File: src/rtl/packet_filter_buffer.sv
// Store-and-forward packet filter stage behind the header parser.
// Incoming packets are screened by a match/mask filter on headerA and written
// speculatively into a beat buffer. Only complete packets that fit are
// committed. Committed packets are replayed with their headerB on a
// ready/valid output bus.
module packet_filter_buffer #(
  parameter int WIDTH_DATA_BYTES  = 8,
  parameter int WIDTH_HDR_A_BYTES = 6,
  parameter int WIDTH_HDR_B_BYTES = 4,
  parameter int DEPTH_BEATS       = 16,
  parameter int DEPTH_PKTS        = 4,
  parameter int WIDTH_CNT         = 16
) (
  input  logic                           clk_host,
  input  logic                           rst_n,
  input  logic                           bus_in_valid,
  input  logic                           bus_in_sop,
  input  logic                           bus_in_eop,
  input  logic [WIDTH_DATA_BYTES-1:0]    bus_in_byteen,
  input  logic [WIDTH_DATA_BYTES*8-1:0]  bus_in_data,
  input  logic [WIDTH_HDR_A_BYTES*8-1:0] headerA,
  input  logic [WIDTH_HDR_B_BYTES*8-1:0] headerB,
  input  logic [WIDTH_HDR_A_BYTES*8-1:0] cfg_match_a,
  input  logic [WIDTH_HDR_A_BYTES*8-1:0] cfg_mask_a,
  input  logic                           bus_out_ready,
  output logic                           bus_out_valid,
  output logic                           bus_out_sop,
  output logic                           bus_out_eop,
  output logic [WIDTH_DATA_BYTES-1:0]    bus_out_byteen,
  output logic [WIDTH_DATA_BYTES*8-1:0]  bus_out_data,
  output logic [WIDTH_HDR_B_BYTES*8-1:0] bus_out_headerB,
  output logic [WIDTH_CNT-1:0]           cnt_pass,
  output logic [WIDTH_CNT-1:0]           cnt_filt,
  output logic [WIDTH_CNT-1:0]           cnt_ovf
);

  localparam int NB  = WIDTH_DATA_BYTES;
  localparam int DW  = WIDTH_DATA_BYTES * 8;
  localparam int HBW = WIDTH_HDR_B_BYTES * 8;
  localparam int BAW = $clog2(DEPTH_BEATS);
  localparam int PAW = $clog2(DEPTH_PKTS);
  localparam int MW  = 1 + NB + DW;  // {eop, byteen, data}

  typedef enum logic [1:0] {WR_IDLE, WR_ACCEPT, WR_DISCARD} wr_state_t;

  logic [MW-1:0]  beat_mem [DEPTH_BEATS];
  logic [HBW-1:0] pq_hdr   [DEPTH_PKTS];
  logic [BAW:0]   pq_start [DEPTH_PKTS];

  wr_state_t      wr_state;
  logic [BAW:0]   wr_spec, wr_commit, rd_ptr;
  logic [PAW:0]   pq_wr, pq_rd, rd_pkt;
  logic           rd_sop;
  logic [HBW-1:0] hdrb_cap;
  logic [BAW:0]   start_cap;

  logic pkt_full, full_spec, full_commit, filt_pass;
  logic sop_beat, sop_ok, sop_filt, sop_ovf;
  logic cont_beat, cont_ok, cont_ovf, abandon;
  logic mem_we, commit, drop, inc_ovf;
  logic [BAW:0] waddr;

  logic         have_beat, load, xfer, xfer_eop;
  logic [BAW:0] fetch_addr;
  logic [MW-1:0] fetch_word;

  // Fullness uses registered pointers only; a same-cycle pop does not help.
  assign pkt_full    = (pq_wr[PAW] != pq_rd[PAW]) && (pq_wr[PAW-1:0] == pq_rd[PAW-1:0]);
  assign full_spec   = (wr_spec[BAW] != rd_ptr[BAW]) && (wr_spec[BAW-1:0] == rd_ptr[BAW-1:0]);
  assign full_commit = (wr_commit[BAW] != rd_ptr[BAW]) && (wr_commit[BAW-1:0] == rd_ptr[BAW-1:0]);

  // Classify the current input beat; a sop always restarts evaluation at wr_commit.
  always_comb begin
    sop_beat  = bus_in_valid && bus_in_sop;
    filt_pass = (((headerA ^ cfg_match_a) & cfg_mask_a) == '0);
    sop_ok    = sop_beat && filt_pass && !pkt_full && !full_commit;
    sop_filt  = sop_beat && !filt_pass;
    sop_ovf   = sop_beat && filt_pass && (pkt_full || full_commit);
    cont_beat = bus_in_valid && !bus_in_sop && (wr_state == WR_ACCEPT);
    cont_ok   = cont_beat && !full_spec;
    cont_ovf  = cont_beat && full_spec;
    abandon   = sop_beat && (wr_state == WR_ACCEPT);
    mem_we    = sop_ok || cont_ok;
    waddr     = sop_ok ? wr_commit : wr_spec;
    commit    = mem_we && bus_in_eop;
    drop      = sop_filt || sop_ovf || cont_ovf;
    inc_ovf   = abandon || sop_ovf || cont_ovf;
  end

  // Beat buffer and packet descriptor storage (no reset needed: guarded by pointers).
  always_ff @(posedge clk_host) begin
    if (mem_we) beat_mem[waddr[BAW-1:0]] <= {bus_in_eop, bus_in_byteen, bus_in_data};
    if (commit) begin
      pq_hdr[pq_wr[PAW-1:0]]   <= sop_ok ? headerB : hdrb_cap;
      pq_start[pq_wr[PAW-1:0]] <= sop_ok ? wr_commit : start_cap;
    end
  end

  // Write FSM: speculative write, rewind on drop, commit on eop.
  always_ff @(posedge clk_host) begin
    if (!rst_n) begin
      wr_state  <= WR_IDLE;
      wr_spec   <= '0;
      wr_commit <= '0;
      pq_wr     <= '0;
      hdrb_cap  <= '0;
      start_cap <= '0;
    end else begin
      if (sop_ok) begin
        hdrb_cap  <= headerB;
        start_cap <= wr_commit;
        wr_spec   <= wr_commit + 1'b1;
        wr_state  <= bus_in_eop ? WR_IDLE : WR_ACCEPT;
      end else if (cont_ok) begin
        wr_spec  <= wr_spec + 1'b1;
        wr_state <= bus_in_eop ? WR_IDLE : WR_ACCEPT;
      end else if (drop) begin
        wr_spec  <= wr_commit;
        wr_state <= bus_in_eop ? WR_IDLE : WR_DISCARD;
      end else if (bus_in_valid && bus_in_eop && (wr_state == WR_DISCARD)) begin
        wr_state <= WR_IDLE;
      end
      if (commit) begin
        wr_commit <= waddr + 1'b1;
        pq_wr     <= pq_wr + 1'b1;
      end
    end
  end

  // Saturating statistics counters.
  always_ff @(posedge clk_host) begin
    if (!rst_n) begin
      cnt_pass <= '0;
      cnt_filt <= '0;
      cnt_ovf  <= '0;
    end else begin
      if (commit   && (cnt_pass != '1)) cnt_pass <= cnt_pass + 1'b1;
      if (sop_filt && (cnt_filt != '1)) cnt_filt <= cnt_filt + 1'b1;
      if (inc_ovf  && (cnt_ovf  != '1)) cnt_ovf  <= cnt_ovf + 1'b1;
    end
  end

  // Output handshake: a beat transfers when bus_out_valid && bus_out_ready.
  // Once valid is high every bus_out_* field holds until that transfer, and
  // valid only drops after a transfer. Idle outputs are driven to zero.
  assign have_beat  = (rd_ptr != wr_commit);
  assign xfer       = bus_out_valid && bus_out_ready;
  assign xfer_eop   = xfer && bus_out_eop;
  assign load       = have_beat && (!bus_out_valid || bus_out_ready);
  assign fetch_addr = rd_sop ? pq_start[rd_pkt[PAW-1:0]] : rd_ptr;
  assign fetch_word = beat_mem[fetch_addr[BAW-1:0]];

  // Read side: the output register doubles as the buffer's synchronous read port.
  always_ff @(posedge clk_host) begin
    if (!rst_n) begin
      bus_out_valid   <= 1'b0;
      bus_out_sop     <= 1'b0;
      bus_out_eop     <= 1'b0;
      bus_out_byteen  <= '0;
      bus_out_data    <= '0;
      bus_out_headerB <= '0;
      rd_ptr          <= '0;
      rd_pkt          <= '0;
      pq_rd           <= '0;
      rd_sop          <= 1'b1;
    end else begin
      if (load) begin
        bus_out_valid   <= 1'b1;
        bus_out_sop     <= rd_sop;
        bus_out_eop     <= fetch_word[MW-1];
        bus_out_byteen  <= fetch_word[MW-2 -: NB];
        bus_out_data    <= fetch_word[DW-1:0];
        bus_out_headerB <= pq_hdr[rd_pkt[PAW-1:0]];
        rd_ptr          <= fetch_addr + 1'b1;
        rd_sop          <= fetch_word[MW-1];
        if (fetch_word[MW-1]) rd_pkt <= rd_pkt + 1'b1;
      end else if (xfer) begin
        bus_out_valid   <= 1'b0;
        bus_out_sop     <= 1'b0;
        bus_out_eop     <= 1'b0;
        bus_out_byteen  <= '0;
        bus_out_data    <= '0;
        bus_out_headerB <= '0;
      end
      // The descriptor is released only when its eop beat leaves the bus.
      if (xfer_eop) pq_rd <= pq_rd + 1'b1;
    end
  end

endmodule
File: config.mk
export PLATFORM = sky130hd
export DESIGN_NAME = packet_filter_buffer
export DESIGN_NICKNAME = d
export VERILOG_FILES = /design/src/rtl/packet_filter_buffer.sv
export SDC_FILE = /design/constraint.sdc
export NUM_CORES = 2
export LEC_CHECK = 0
export BUFFER_PORTS_ARGS = -buffer_cell sky130_fd_sc_hd__buf_4
export CAP_MARGIN = 20
export CORE_MARGIN = 2
export CORE_UTILIZATION = 40
export CTS_CLUSTER_DIAMETER = 80
export DETAILED_ROUTE_END_ITERATION = 7
export GPL_TIMING_DRIVEN = 0
export PLACE_DENSITY = 0.68
export SLEW_MARGIN = 20
export SYNTH_ARGS = -nofsm -noshare
export SYNTH_HDL_FRONTEND = slang
export SYNTH_SLANG_ARGS = --single-unit
export TNS_END_PERCENT = 30
File: constraint.sdc
create_clock -name clk_host -period 26.6 [get_ports clk_host]
set_input_delay 7.98 -clock clk_host [delete_from_list [all_inputs] [get_ports clk_host]]
set_output_delay 7.98 -clock clk_host [all_outputs]
set_load 0.03 [all_outputs]
==> impl_metrics.json <==
{
  "ant_nets": 0,
  "firstDrtPassIters": 6,
  "drt_iter0_drc": 4104,
  "maxCapViolCount": 0,
  "synth_top_area_share_pct": 65.5,
  "max-clock-path-buffers": 3,
  "seq_power_share_pct": 44.5,
  "cts_resized": 0,
  "p_comb_share_pct": 20.4,
  "via_per_inst": 5.49,
  "async_flop_share_pct": 0,
  "period_share_pct": 42.8,
  "synth_xor_area_share_pct": 1.10,
  "io_pins": 409,
  "vias": 40580,
  "clk_pin_slew_worst_paths_ns": 0.06,
  "cts.sinks": 1536,
  "coreArea_sq_um": 150000,
  "ir_worst_vdd_mv": 0.0776,
  "rsz0062_at_grt": "false",
  "max_slew_margin_pct": 32.7,
  "syn_avg_cell_area_sq_um": 13.1,
  "die_h_microns": 392,
  "syn_inst": 4602,
  "cts_hold_buffers": 0,
  "dp.cells": 7094,
  "max_freq_mhz": 87.8,
  "outcome": "finished, final reports clean",
  "synth.top_cells.by_count": "edfxtp_1, nand2_1, nand3_1",
  "cp-end-kind": "register",
  "synth_top_family_by_area": "simple AND/OR/NAND/NOR gates",
  "clkPwrFrac_pct": 35.0,
  "critPathKind": "input port to register",
  "post_cts_buffers": 0,
  "portBuffers": 407,
  "row_count": 142,
  "synth_seq_area_share_pct": 72.8,
  "synthFlopType": "edfxtp_1",
  "synth_area_leaders": "edfxtp_1, nand2_1, dfxtp_1, nand3_1, mux4_2",
  "yosysWarnings": 0,
  "synth-simple-area-share_pct": 15.0,
  "synth_compound_area_share_pct": 6.06,
  "cts_buffers": 158,
  "critical_path_required_ns": 27.10,
  "finalSetupViolCount": 0,
  "startpoint_type": "input port",
  "cts_root_buf": "clkbuf_16",
  "cts_tree": "built",
  "initial_utilization_pct": 40.3,
  "synth_edf_count": 1316,
  "maxSlewViolCount": 0,
  "grt_use_total_pct": 21.4,
  "grt_pass1_vias": 39770,
  "synth.distinct_cells": 70,
  "cp_data_arrival_time_ns": 11.90,
  "syn_to_final_growth_pct": 20.7,
  "grt_max_degree": 26,
  "drc": 0,
  "drive_above_1_share_pct": 16.2,
  "nets": 5503,
  "dp_hpwl_microns": 115000,
  "internal_power_mw": 4.24,
  "synth_area_sq_um": 60300,
  "wl_per_cell_microns": 22.7,
  "h-tree-depth": 4,
  "final-hold-violation-count": 0,
  "switchingPower_mw": 1.88,
  "dieArea_sq_um": 154000,
  "period_minus_slack_ns": 11.39,
  "skew_ns": 0.0610,
  "synth_mux_area_share_pct": 2.64,
  "die_w_microns": 392,
  "clock_latency_ns": 0.81,
  "finalInstanceArea_sq_um": 72800,
  "overflow": 0,
  "critPathMaxFanout": 20,
  "n_fill_cell": 12802,
  "antenna_found_initial": 14,
  "fin_setup_tns_ns": 0,
  "yosysMostFrequentCell": "edfxtp_1",
  "grt_pass1_wl_microns": 248000,
  "ys_ff_latch": 1536,
  "whs_ns": 0.469,
  "worst_pin_slew_ns": 1.00,
  "layout.cells.non_filler": 7389,
  "worstHoldPathType": "register to register",
  "synth_adder_area_share_pct": 0.228,
  "dpl_cell_area_sq_um": 67700,
  "syn-num-nets": 4867,
  "synth_area_leader_cell": "edfxtp_1",
  "p_leak_nw": 25.4,
  "power.share.switching_pct": 30.7,
  "finalWirelength_microns": 167000,
  "power.density_nw_per_um2": 84.0,
  "gp_congestion": 0.898
}
## metal layers
metal / track usage [%] / wire length (microns) / share of wire (%) / vias up
met5: 0 / 102 / 0.061 / -
met1: 29.1 / 69500 / 42 / 20204
li1: - / - / - / 18336
met4: 7.11 / 5110 / 3.1 / 18
met2: 34.0 / 78400 / 47 / 1716
met3: 4.65 / 14300 / 8.5 / 306
## power by group through the flow
stage / combinational, mW / clock, mW / sequential, mW
after CTS: 1.25 / 2.17 / 2.72
after detailed placement: 1.24 / 0 / 2.77
after global routing: 1.34 / 2.26 / 2.73
final: 1.25 / 2.14 / 2.72
after floorplan: 0.609 / 0 / 2.86
after global placement: 1.22 / 0 / 2.77
## logic make-up (layout without fill, tap and decap cells)
family,Yosys count,in the layout
xor+xnor,76,76
mux,108,108
compound gates,491,491
fa+ha+maj,11,11
buf+inv,323,1092
simple gates,2057,2057
other cells,0,2
flops,1536,1536
## layout make-up
class / count / area, sq um / share of cell area [%]
Sequential cell: 1536 / 43900 / 60.3
Buffer: 301 / 1250 / 1.72
Tap cell: 2016 / 2520 / 3.47
Clock buffer: 233 / 4440 / 6.09
Multi-Input combinational cell: 2743 / 15300 / 21.0
Inverter: 22 / 82.6 / 0.113
Timing Repair Buffer: 476 / 4700 / 6.46
Antenna cell: 2 / 5.00 / 0.00688
Clock inverter: 60 / 619 / 0.851
## placed cells by master (no fill, tap or decap), types with 28 or more instances in the layout
master,synthesis,layout
buf_4,2,413
nor2_1,78,71
edfxtp_1,1316,1316
nand2_1,1208,1208
a311oi_1,72,72
mux2_1,28,28
and2_1,46,43
a21oi_1,48,42
o211ai_1,77,77
nand3_1,539,539
buf_16,0,44
mux2i_1,32,32
dfxtp_1,220,220
xor2_1,61,61
and3_1,79,79
a31oi_1,76,76
a22oi_1,61,61
mux4_2,36,36
buf_2,71,72
buf_1,31,30
clkbuf_16,0,158
a32oi_1,73,73
clkbuf_1,192,242
## worst paths after layout
kind,end,cells after the start,startpoint,slack (ns)
max reg2reg,beat_mem[2][57],11,wr_commit[4],22.53
min reg2reg,wr_state[1],2,wr_state[1],0.47
min,wr_state[1],2,wr_state[1],0.47
max,beat_mem[2][57],12,cfg_match_a[47],15.21
## per-stage QoR
step / setup WS, ns / power [mW] / util, %
4_1_cts: 15.27 / 6.14 / 48.6
6_report: 15.21 / 6.12 / 48.6
5_1_grt: 15.08 / 6.32 / 48.6
3_3_place_gp: 5.39 / 3.99 / 44.0
3_5_place_dp: 14.44 / 4.02 / 45.2
2_1_floorplan: 11.21 / 3.46 / -
## state kept, by name, indices dropped and copies added, names as in the netlist, 20 cells and up, named ones only
register	flops
bus_out_data	64
pq_hdr	128
beat_mem	1168
bus_out_headerB	32
hdrb_cap	32
pq_start	20
## critical path: stages
cell	delay [ns]
buf_4	0.11
xor2_1	0.15
a22oi_1	0.20
nand4_1	0.35
nor2_1	0.65
nand4_1	0.22
clkbuf_1	0.27
nand3b_1	0.52
a21oi_4	0.80
buf_16	0.24
buf_16	0.17
buf_16	0.18
Note: power is estimated with default switching activity, not from simulation.
